## src/rtl/pipe_pkg.sv

```systemverilog
// Shared pipeline-stage types and constants.
//   ex_mem_ctrl_t : packed EX/MEM control bundle carried alongside the payload
//   EX_MEM_CTRL_W : width of that bundle (default CTRL_W of a stage register)
//   CTRL_BUBBLE   : control value presented while a stage holds no valid entry
//   OCC_W         : width of the occupancy count (0..2)
package pipe_pkg;

    typedef struct packed {
        logic [1:0] mem_to_reg;
        logic [1:0] reg_dst;
        logic       mem_write;
        logic       mem_read;
        logic       reg_write;
    } ex_mem_ctrl_t;

    localparam int unsigned EX_MEM_CTRL_W = $bits(ex_mem_ctrl_t);
    localparam ex_mem_ctrl_t CTRL_BUBBLE  = '0;
    localparam int unsigned OCC_W         = 2;

endpackage

```

## src/rtl/pipe_entry_reg.sv

```systemverilog
// Single valid + data + ctrl storage entry.
// Ports:
//   clk, rst        : clock, async active-low reset
//   i_load, i_clear : capture i_data/i_ctrl and set valid / drop the entry
//   i_data, i_ctrl  : values to capture on load
//   o_valid, o_data, o_ctrl : registered entry contents
// A cleared entry always shows bubble control; its data is zeroed only when
// ZERO_ON_CLEAR is set, otherwise it keeps the last captured word.
module pipe_entry_reg
    import pipe_pkg::*;
#(
    parameter int unsigned DATA_W        = 69,
    parameter int unsigned CTRL_W        = EX_MEM_CTRL_W,
    parameter bit          ZERO_ON_CLEAR = 1'b1
) (
    input  logic              clk,
    input  logic              rst,
    input  logic              i_load,
    input  logic              i_clear,
    input  logic [DATA_W-1:0] i_data,
    input  logic [CTRL_W-1:0] i_ctrl,
    output logic              o_valid,
    output logic [DATA_W-1:0] o_data,
    output logic [CTRL_W-1:0] o_ctrl
);

    logic              r_valid;
    logic [DATA_W-1:0] r_data;
    logic [CTRL_W-1:0] r_ctrl;

    // Clear wins over load; the steering logic never requests both.
    always_ff @(posedge clk or negedge rst) begin
        if (!rst) begin
            r_valid <= 1'b0;
            r_data  <= '0;
            r_ctrl  <= CTRL_W'(CTRL_BUBBLE);
        end else if (i_clear) begin
            r_valid <= 1'b0;
            r_ctrl  <= CTRL_W'(CTRL_BUBBLE);
            if (ZERO_ON_CLEAR) begin
                r_data <= '0;
            end
        end else if (i_load) begin
            r_valid <= 1'b1;
            r_data  <= i_data;
            r_ctrl  <= i_ctrl;
        end
    end

    assign o_valid = r_valid;
    assign o_data  = r_data;
    assign o_ctrl  = r_ctrl;

endmodule

```

## src/rtl/pipe_stage_skid.sv

```systemverilog
// Pipeline stage register with a 2-entry skid buffer, flush and occupancy.
// Ports:
//   clk, rst              : clock, async active-low reset
//   flush                 : kill held entries and the current input at this edge
//   in_valid/in_ready     : upstream handshake (in_ready is combinational)
//   in_data, in_ctrl      : upstream payload and control bundle
//   out_valid/out_ready   : downstream handshake
//   out_data, out_ctrl    : registered payload/control (ctrl is 0 on bubbles)
//   occupancy             : number of held entries, 0..2
// The main entry drives the outputs; the skid entry absorbs one word when the
// downstream stalls so upstream sees in_ready a cycle late without data loss.
module pipe_stage_skid
    import pipe_pkg::*;
#(
    parameter int unsigned DATA_W              = 69,
    parameter int unsigned CTRL_W              = EX_MEM_CTRL_W,
    parameter bit          ZERO_DATA_ON_BUBBLE = 1'b0
) (
    input  logic              clk,
    input  logic              rst,
    input  logic              flush,
    input  logic              in_valid,
    output logic              in_ready,
    input  logic [DATA_W-1:0] in_data,
    input  logic [CTRL_W-1:0] in_ctrl,
    output logic              out_valid,
    input  logic              out_ready,
    output logic [DATA_W-1:0] out_data,
    output logic [CTRL_W-1:0] out_ctrl,
    output logic [OCC_W-1:0]  occupancy
);

    logic              w_m_valid;
    logic [DATA_W-1:0] w_m_data;
    logic [CTRL_W-1:0] w_m_ctrl;
    logic              w_s_valid;
    logic [DATA_W-1:0] w_s_data;
    logic [CTRL_W-1:0] w_s_ctrl;

    logic              w_accept;
    logic              w_send;
    logic              w_m_load;
    logic              w_m_clear;
    logic              w_m_from_skid;
    logic              w_s_load;
    logic              w_s_clear;
    logic              w_m_valid_next;
    logic              w_s_valid_next;
    logic [DATA_W-1:0] w_m_d;
    logic [CTRL_W-1:0] w_m_c;
    logic [OCC_W-1:0]  r_occ;

    // Skid is only ever filled while main is full, so a free skid slot
    // means the stage can take a word regardless of downstream state.
    assign in_ready = !w_s_valid;
    assign w_accept = in_valid && in_ready && !flush;
    assign w_send   = w_m_valid && out_ready;

    // Steering of the two entries for the coming edge.
    always_comb begin
        w_m_load      = 1'b0;
        w_m_clear     = 1'b0;
        w_m_from_skid = 1'b0;
        w_s_load      = 1'b0;
        w_s_clear     = 1'b0;
        if (flush) begin
            w_m_clear = 1'b1;
            w_s_clear = 1'b1;
        end else if (!w_m_valid) begin
            w_m_load = w_accept;
        end else if (w_send) begin
            if (w_s_valid) begin
                w_m_load      = 1'b1;
                w_m_from_skid = 1'b1;
                w_s_clear     = 1'b1;
            end else if (w_accept) begin
                w_m_load = 1'b1;
            end else begin
                w_m_clear = 1'b1;
            end
        end else begin
            w_s_load = w_accept;
        end
    end

    assign w_m_d = w_m_from_skid ? w_s_data : in_data;
    assign w_m_c = w_m_from_skid ? w_s_ctrl : in_ctrl;

    // Valid bits as they will be after the edge, for the occupancy count.
    always_comb begin
        w_m_valid_next = w_m_valid;
        w_s_valid_next = w_s_valid;
        if (w_m_clear) begin
            w_m_valid_next = 1'b0;
        end else if (w_m_load) begin
            w_m_valid_next = 1'b1;
        end
        if (w_s_clear) begin
            w_s_valid_next = 1'b0;
        end else if (w_s_load) begin
            w_s_valid_next = 1'b1;
        end
    end

    always_ff @(posedge clk or negedge rst) begin
        if (!rst) begin
            r_occ <= '0;
        end else begin
            r_occ <= {w_m_valid_next & w_s_valid_next, w_m_valid_next ^ w_s_valid_next};
        end
    end

    pipe_entry_reg #(
        .DATA_W        (DATA_W),
        .CTRL_W        (CTRL_W),
        .ZERO_ON_CLEAR (ZERO_DATA_ON_BUBBLE)
    ) u_main (
        .clk     (clk),
        .rst     (rst),
        .i_load  (w_m_load),
        .i_clear (w_m_clear),
        .i_data  (w_m_d),
        .i_ctrl  (w_m_c),
        .o_valid (w_m_valid),
        .o_data  (w_m_data),
        .o_ctrl  (w_m_ctrl)
    );

    pipe_entry_reg #(
        .DATA_W        (DATA_W),
        .CTRL_W        (CTRL_W),
        .ZERO_ON_CLEAR (1'b1)
    ) u_skid (
        .clk     (clk),
        .rst     (rst),
        .i_load  (w_s_load),
        .i_clear (w_s_clear),
        .i_data  (in_data),
        .i_ctrl  (in_ctrl),
        .o_valid (w_s_valid),
        .o_data  (w_s_data),
        .o_ctrl  (w_s_ctrl)
    );

    assign out_valid = w_m_valid;
    assign out_data  = w_m_data;
    assign out_ctrl  = w_m_ctrl;
    assign occupancy = r_occ;

endmodule
```

## config.mk

```make
export PLATFORM = sky130hd
export DESIGN_NAME = pipe_stage_skid
export DESIGN_NICKNAME = d
export VERILOG_FILES = /design/src/rtl/pipe_pkg.sv /design/src/rtl/pipe_entry_reg.sv /design/src/rtl/pipe_stage_skid.sv
export SDC_FILE = /design/constraint.sdc
export NUM_CORES = 1
export LEC_CHECK = 0
export ABC_AREA = 0
export CORE_ASPECT_RATIO = 1.25
export CORE_UTILIZATION = 46
export DETAILED_ROUTE_END_ITERATION = 7
export PLACE_DENSITY = 0.83
export SYNTH_ARGS = -nofsm -noshare
export SYNTH_HDL_FRONTEND = slang
export SYNTH_HIERARCHICAL = 1
export SYNTH_SLANG_ARGS = --single-unit
export TNS_END_PERCENT = 50
```

## constraint.sdc

```tcl
create_clock -name clk -period 1.9 [get_ports clk]
set_clock_uncertainty 0.2 [all_clocks]
set_input_delay 0.38 -clock clk [delete_from_list [all_inputs] [get_ports clk]]
set_output_delay 0.38 -clock clk [all_outputs]
set_load 0.02 [all_outputs]
```

# Word-level counts from Yosys, hierarchy flattened
# Index checks and enable logic that the tools add are counted.
# totals
reg_bits,156
inputBits,81
elab_cells,48
# classes
muxes,30
bitwise,3
reduce_logical,8
# ops
cell,count
69-bit two-way mux,3
7-bit two-way mux,5
1-bit two-way mux,22
2-bit nonzero test,2
1-bit logical AND,3
1-bit zero test,2
2-bit AND reduction,1
1-bit bitwise AND,1
1-bit NOT,1
1-bit XOR,1

# Logic depth before layout (Yosys ltp)
# Gate-level depths: netlist of the first run.
# logic_depth
depth_word,11
mapped_depth,9

# Modules after synthesis
# The synthesis of the first run kept the hierarchy.
# by_module_without_submodules
module,instances,cells_each,area_per_inst_um2,seq_area_each_um2
pipe_entry_reg at u_skid,1,249,3133.0,1926.8
pipe_entry_reg at u_main,1,173,2957.8,1926.8
pipe_stage_skid,1,103,1281.2,50.0

# Worst setup path after synthesis of the first run
# No wires, ideal clock.
# synth_timing
path_type,register to register
from,register u_skid.r_valid (netlist: u_skid/o_valid)
to,register u_main.r_data[54] (netlist: u_main/o_data[54])
setup_time_ns,0.125
arrival_ns,1.994
slack_ns,-0.419
path_stages_with_launch,10
synth_period_minus_slack_ns,2.319
path_cell_list,dfrtp_1 -> inv_1 -> nand2_1 -> a221oi_1 -> buf_6 -> nor2b_4 -> buf_6 -> buf_6 -> buf_12 -> mux2_4
# synth_rtl
item,line,rtl
from (decl),pipe_entry_reg.sv:27,logic r_valid;
from (signal assigned),pipe_entry_reg.sv:34,r_valid <= 1'b0;
from (signal assigned),pipe_entry_reg.sv:38,r_valid <= 1'b0;
from (signal assigned),pipe_entry_reg.sv:44,r_valid <= 1'b1;
1-bit zero test (*),pipe_stage_skid.sv:55,assign in_ready = !w_s_valid;
named net in_ready,pipe_stage_skid.sv:23,"output logic in_ready,"
1-bit logical AND (*) (2 in a row),pipe_stage_skid.sv:56,assign w_accept = in_valid && in_ready && !flush;
1-bit two-way mux,pipe_stage_skid.sv:76,end else if (w_accept) begin
1-bit two-way mux,pipe_stage_skid.sv:72,if (w_s_valid) begin
1-bit two-way mux,pipe_stage_skid.sv:71,end else if (w_send) begin
1-bit two-way mux (*),pipe_stage_skid.sv:69,end else if (!w_m_valid) begin
1-bit two-way mux (*),pipe_stage_skid.sv:66,if (flush) begin
named net w_m_load,pipe_stage_skid.sv:42,logic w_m_load;
2-bit AND reduction (no source line) (*),--,
to (signal assigned),pipe_entry_reg.sv:45,r_data <= i_data;
to (decl),pipe_entry_reg.sv:28,logic [DATA_W-1:0] r_data;
# The timed path passes the listed nets; every way through them passes the cells marked *.
# A chain may end at the register's enable or synchronous reset.

# Worst setup path after layout of the first run
# layout_timing
from,input port in_valid
to,register u_main.r_data[12] (netlist: u_main/o_data[12])
# layout_rtl
item,line,rtl
from (decl),pipe_stage_skid.sv:22,"input logic in_valid,"
1-bit logical AND (*) (2 in a row),pipe_stage_skid.sv:56,
1-bit two-way mux,pipe_stage_skid.sv:76,
1-bit two-way mux,pipe_stage_skid.sv:72,
1-bit two-way mux,pipe_stage_skid.sv:71,
1-bit two-way mux (*),pipe_stage_skid.sv:69,
1-bit two-way mux (*),pipe_stage_skid.sv:66,
named net w_m_load,pipe_stage_skid.sv:42,
2-bit AND reduction (no source line) (*),--,
# Marks and branches as above.

==> results.ini, run 1 <==
[setup_path]
crit_fanout=8
end_kind=register
reg2regPathDepth=7
crit_chain=clkdlybuf4s50_1, nand2_4, a221oi_4, nor2b_4, buf_4, clkbuf_16, mux2_2
cp_num_cells=7
path_delay_family=buffers and inverters
endpoint=u_main/o_data[12]
worstPathArrival_ns=2.20
crit_required_ns=2.00
worst-path-buf-inv=3
rr_startpoint=u_skid/o_valid
path_class=in -> reg
worst_r2r_endpoint=u_main/o_data[12]
critPathSlowestCell=clkdlybuf4s50_1
reg2reg_slack_ns=-0.17
crit_path_max_incr_delay_ns=0.57
start_kind=input pin
crit_path_start=in_valid

[logic_synthesis]
ys_ff_latch=156
synthTopCellsByCount=dfrtp_1 (156), mux2_2 (95), nor2_1 (88)
yosys.area.top_type=dfrtp_1
ys_types=24
synth_ff_type=dfrtp_1
synth.most_common_cell=dfrtp_1
syn_area_mm2=0.00737
syn-num-nets=607
synth_simple_gate_area_share_pct=5.21
synth_top_family_by_area=multiplexers
synth_xor_area_share_pct=0
ys_warn_count=6
synth_top_area_share_pct=53.0
synth_compound_area_share_pct=0.543
synth_seq_area_share_pct=53.0
ys_top_cells_by_area=dfrtp_1 (53%), mux2_2 (15%), mux2i_1 (11%), mux2_4 (10%), nor2_1 (4.5%)
synth_async_sr_flop_share_pct=100
synthMuxAreaShare_pct=36.0
synth-edff-count=0
synth_fa_ha_area_share_pct=0.170
avgSynthCellArea_um2=14.0
syn_inst=525

[power]
ir_drop_mv=0.625
leakage_nw=5.04
powerDensity_mw_per_mm2=912

[drt]
top_layer_used=met4
finalWirelength_mm=18.2
wl_per_cell_um=19.4
detail_route.iter0.violations=218
ant_nets=0
dr.pass1.iters=5
dr_total_vias=4916
wl_met2_mm=9.55
avgViaCountPerCell=5.25
met1Wirelength_mm=7.50
wl_met3_um=841
drc=0

[global_route]
grt.total_usage_pct=22.4
gr-total-overflow=0
antenna_found_initial=0
grt_max_degree=65
first_global_vias=5398
grt_pass1_wl_mm=27.8

[sta]
setup_viol=152
fin_crit_sh_pct=111
worst_pin_slew_ns=0.367
max-slew-margin-rel_pct=75.6
setup_ws_ns=-0.204
rsz0062_at_grt=true
timing.fmax_ghz=0.475
period_needed_ns=2.10
final_hold_viol_count=0
drv_slew=0

[clock_tree]
cts_tree=done
numClockSinks=156
h-tree-depth=4
cts-root-buf=clkbuf_16
clkLatencyLatePin_ns=0.41
path_clk_slew_ns=0.06
clk_path_buf_depth=2
cts_made_buffers=17

[placed_design]
portBuffers=160
dp_hpwl_mm=11.0
dpl_cell_area_mm2=0.00922
globalplace.congestion=0.795

[finish]
drive_gt1_share_pct=32.6
area_delta_synth_final_pct=40.7
fin_area_mm2=0.0104
finish.utilization_pct=66.4
n_antenna_cell=0
nNetsFinal=795
nFillCells=1126

[die]
die_h_um=144
die-area_mm2=0.0165
dieWidth_um=115
core_area_mm2=0.0156
rows=51
io_pins=161
start_util_pct=47.2

[status]
status=finished with violations
violations=setup timing

[worst_hold_path]
worstHoldPathType=in -> async

[run]
drv_cap=0

## cell type report
class | instances | area [um^2] | share of cell area [%]
Tap cell | 212 | 265 | 2.56
Clock buffer | 22 | 454 | 4.38
Timing Repair Buffer | 206 | 2410 | 23.2
Sequential cell | 156 | 3910 | 37.7
Inverter | 2 | 7.51 | 0.0724
Multi-Input combinational cell | 330 | 3190 | 30.7
Clock inverter | 8 | 143 | 1.37
## placed cells by master, fill, tap and decap left out, drive strengths merged, types with 2 or more instances in the layout
cell type      count
nor2              88
dfrtp            156
dlymetal6s2s      46
clkinv             3
clkbuf            28
clkdlybuf4s50     77
inv                2
nand2              2
bufinv             4
dlygate4sd2       34
mux2i             83
buf               42
mux2             145
a21oi              2
## cell families (layout without fill, tap and decap cells)
| kind of cell | after synthesis | count (layout) |
|---|---|---|
| buffers and inverters | 39 | 238 |
| DFF | 156 | 156 |
| and+or+nand+nor | 95 | 95 |
| muxes | 228 | 228 |
| adders and majority gates | 1 | 1 |
| AOI/OAI and AO/OA | 6 | 6 |
## metrics by stage
step / total power [mW] / TNS, ns / hold slack [ns] / instances / setup slack [ns]
2_1_floorplan: 4.96 / -15.60 / -0.116 / 525 / -0.283
3_3_place_gp: 6.04 / -80.94 / 0.0477 / 883 / -0.591
3_5_place_dp: 6.11 / -89.78 / 0.0511 / 883 / -0.639
4_1_cts: 9.56 / -17.58 / 0.188 / 933 / -0.156
5_1_grt: 9.86 / -34.50 / 0.191 / 936 / -0.282
6_report: 9.46 / -24.84 / 0.192 / 936 / -0.204
## sequential cells by signal, indices dropped and copies added, names as in the netlist
name	cells
u_main/o_data	69
u_main/o_ctrl	7
occupancy	2
u_skid/o_ctrl	7
u_main/o_valid	1
u_skid/o_data	69
u_skid/o_valid	1
## report_power, final
group | switching, mW | internal [mW]
Combinational | 0.980 | 1.10
Sequential | 0.206 | 3.69
Clock | 1.27 | 2.21
Total | 2.45 | 7.01
## metal layers
layer	vias to the layer above	GRT usage [%]
li1	2197	-
met1	2550	26.5
met2	149	39.6
met3	20	5.69
met4	0	6.84
met5	-	0
## how the worst min path moves through the flow
stage                     from           endpoint  slack (ns)
final                      rst  u_skid/o_data[63]        0.19
after global routing       rst  u_skid/o_data[56]        0.19
after CTS                  rst  u_skid/o_data[63]        0.19
after detailed placement   rst  u_main/o_data[55]        0.05
after global placement     rst  u_skid/o_data[63]        0.05
after floorplan            rst       occupancy[0]       -0.12
## what timing repair did
item / in CTS / in global routing
gates resized for setup: 55 / 63
pin swaps: 1 / 5
hold endpoints to repair: 156 / 0
setup buffers: 13 / 2
gates cloned: 6 / 5
hold buffers: 1 / 0
endpoints found under the setup margin: 233 / 200
Power figures use the tool's default switching activity.
==> run 2: changes to the inputs <==
--- a/config.mk
+++ b/config.mk
@@ -6,6 +6,7 @@
 export NUM_CORES = 1
 export LEC_CHECK = 0
 export ABC_AREA = 0
+export CAP_MARGIN = 20
 export CORE_ASPECT_RATIO = 1.25
 export CORE_UTILIZATION = 46
 export DETAILED_ROUTE_END_ITERATION = 7
==> results of run 2 <==
The final DEF is identical to that of run 1; final timing and power are the same.
==> run 3: changes to the inputs <==
--- a/config.mk
+++ b/config.mk
@@ -10,7 +10,7 @@
 export CORE_ASPECT_RATIO = 1.25
 export CORE_UTILIZATION = 46
 export DETAILED_ROUTE_END_ITERATION = 7
-export PLACE_DENSITY = 0.83
+export PLACE_DENSITY_LB_ADDON = 0.12
 export SYNTH_ARGS = -nofsm -noshare
 export SYNTH_HDL_FRONTEND = slang
 export SYNTH_HIERARCHICAL = 1
==> results.ini, run 3 (same netlist as run 1, synthesis figures left out) <==
[drt]
met1Wirelength_mm=7.17  ; was 7.50 mm
drc=0  ; unchanged
finalWirelength_mm=16.9  ; was 18.2 mm
wl_met3_um=877  ; was 841 um
top_layer_used=met4  ; unchanged
ant_nets=0  ; unchanged
dr_total_vias=4809  ; was 4916
avgViaCountPerCell=5.09  ; was 5.25
wl_met2_mm=8.63  ; was 9.55 mm
detail_route.iter0.violations=161  ; was 218
dr.pass1.iters=4  ; was 5
wl_per_cell_um=17.9  ; was 19.4 um

[sta]
tns_ns=-19.21  ; was -24.84 ns
worst_pin_slew_ns=0.441  ; was 0.367 ns
timing.fmax_ghz=0.482  ; was 0.475 GHz
setup_viol=152  ; unchanged
period_needed_ns=2.08  ; was 2.10 ns
rsz0062_at_grt=true  ; unchanged
final_hold_viol_count=0  ; unchanged
drv_slew=0  ; unchanged
max-slew-margin-rel_pct=70.6  ; was 75.6%
fin_crit_sh_pct=109  ; was 111%
setup_ws_ns=-0.177  ; was -0.204 ns

[global_route]
first_global_vias=5027  ; was 5398
antenna_found_initial=2  ; was 0
grt.total_usage_pct=21.2  ; was 22.4%
grt_max_degree=49  ; was 65
grt_pass1_wl_mm=26.2  ; was 27.8 mm
gr-total-overflow=0  ; unchanged

[clock_tree]
cts_made_buffers=17  ; unchanged
cts_tree=done  ; unchanged
clk_path_buf_depth=2  ; unchanged
h-tree-depth=4  ; unchanged
clkLatencyLatePin_ns=0.42  ; was 0.41 ns
cts-root-buf=clkbuf_16  ; unchanged
numClockSinks=156  ; unchanged
path_clk_slew_ns=0.06  ; about the same

[power]
p_int_mw=6.53  ; was 7.01 mW
power_switching_mw=2.42  ; was 2.45 mW
ir_drop_mv=0.535  ; was 0.625 mV
switching_share_pct=27.0  ; was 25.9%
powerDensity_mw_per_mm2=877  ; was 912 mW/mm^2
pwr-share-seq_pct=43.5  ; was 41.2%
leakage_nw=4.64  ; was 5.04 nW
power_frac_comb_pct=21.7  ; was 22.0%
power.share.clock_pct=34.8  ; was 36.8%

[run]
drv_cap=0  ; unchanged

[setup_path]
reg2regPathDepth=7  ; unchanged
crit_required_ns=2.00  ; about the same
worst-path-buf-inv=3  ; unchanged
path_class=reg -> reg  ; was in -> reg
crit_chain=inv_2, nand2_2, a221oi_2, nor2b_4, buf_4, buf_12, mux2_2  ; was clkdlybuf4s50_1, nand2_4, a221oi_4, nor2b_4, buf_4, clkbuf_16, mux2_2
critPathSlowestCell=dfrtp_1  ; was clkdlybuf4s50_1
crit_fanout=16  ; was 8
crit_path_max_incr_delay_ns=0.41  ; was 0.57 ns
end_kind=register  ; unchanged
cp_num_cells=7  ; unchanged
start_kind=register  ; was input pin
worstPathArrival_ns=2.18  ; was 2.20 ns
path_delay_family=flip-flops  ; was buffers and inverters

[die]
core_area_mm2=0.0156  ; unchanged
start_util_pct=47.2  ; unchanged
rows=51  ; unchanged
dieWidth_um=115  ; unchanged
die-area_mm2=0.0165  ; unchanged
io_pins=161  ; unchanged
die_h_um=144  ; unchanged

[worst_hold_path]
worstHoldPathType=in -> async  ; unchanged

[status]
violations=setup timing  ; unchanged
status=finished with violations  ; unchanged

[finish]
final_common_cell=dfrtp_1  ; unchanged
area_delta_synth_final_pct=38.4  ; was 40.7%
drive_gt1_share_pct=32.3  ; was 32.6%
finish.utilization_pct=65.3  ; was 66.4%
final_cell_mix=dfrtp_1 (155), mux2_2 (92), nor2_1 (88)  ; was dfrtp_1 (154), mux2_2 (88), nor2_1 (88)
nNetsFinal=800  ; was 795

[placed_design]
globalplace.congestion=0.722  ; was 0.795
dp_hpwl_mm=10.5  ; was 11.0 mm
portBuffers=160  ; unchanged

==> run 3: worst reg2reg max path, cell delays in order, from the launching register on <==
cell      delay [ns]
dfrtp_1         0.41
inv_2           0.08
nand2_2         0.07
a221oi_2        0.27
nor2b_4         0.27
buf_4           0.15
buf_12          0.15
mux2_2          0.36
==> run 3: path summary, 6_finish.rpt <==
path	slack (ns)	from	end
setup / recovery	-0.18	u_skid/o_valid	u_main/o_data[49]
hold / removal	0.26	rst	u_main/o_data[61]
setup reg to reg	-0.18	u_skid/o_valid	u_main/o_data[49]
hold reg to reg	0.30	u_main/o_data[37]	u_main/o_data[37]
max in group asynchronous	0.60	rst	u_main/o_data[9]
min in group clk	0.30	u_main/o_data[37]	u_main/o_data[37]
==> run 3: power groups by stage <==
stage	Clock (mW)	Sequential, mW	Combinational, mW
after global routing	3.33	3.94	2.07
after detailed placement	0	3.97	2.14
after global placement	0	3.96	2.10
after CTS	3.19	3.90	1.94
after floorplan	0	4.37	0.583
final	3.11	3.90	1.94
==> run 3: timing repair <==
item                       CTS  global route
hold buffers                 1             0
gates cloned                 6             5
gates resized for setup     96             9
pin swaps                    1             6
hold endpoints to repair    40             0
buffers inserted             5             7
setup endpoints to repair  231           153
==> run 3: per-layer routing <==
metal / track usage (%) / vias to the layer above
li1: - / 2212
met1: 25.3 / 2454
met2: 35.7 / 127
met3: 6.12 / 16
met4: 8.68 / 0
met5: 0 / -
==> run 3: metrics by stage <==
step | setup WS (ns) | instance area, um^2 | instances | hold WS (ns) | total power [mW]
after floorplan | -0.283 | 7390 | 525 | -0.116 | 4.96
after global placement | -0.587 | 9270 | 887 | 0.136 | 6.06
after detailed placement | -0.622 | 9270 | 887 | 0.139 | 6.10
after CTS | -0.118 | 9970 | 930 | 0.261 | 9.03
after global routing | -0.239 | 10200 | 944 | 0.286 | 9.34
final | -0.177 | 10200 | 944 | 0.260 | 8.95
==> run 3: final cells by class <==
cell class	count	area (um^2)
Clock inverter	7	66.3
Antenna cell	2	5.00
Tap cell	212	265
Clock buffer	24	472
Sequential cell	156	3910
Timing Repair Buffer	211	2350
Inverter	2	7.51
Fill cell	1221	5430
Multi-Input combinational cell	330	3130
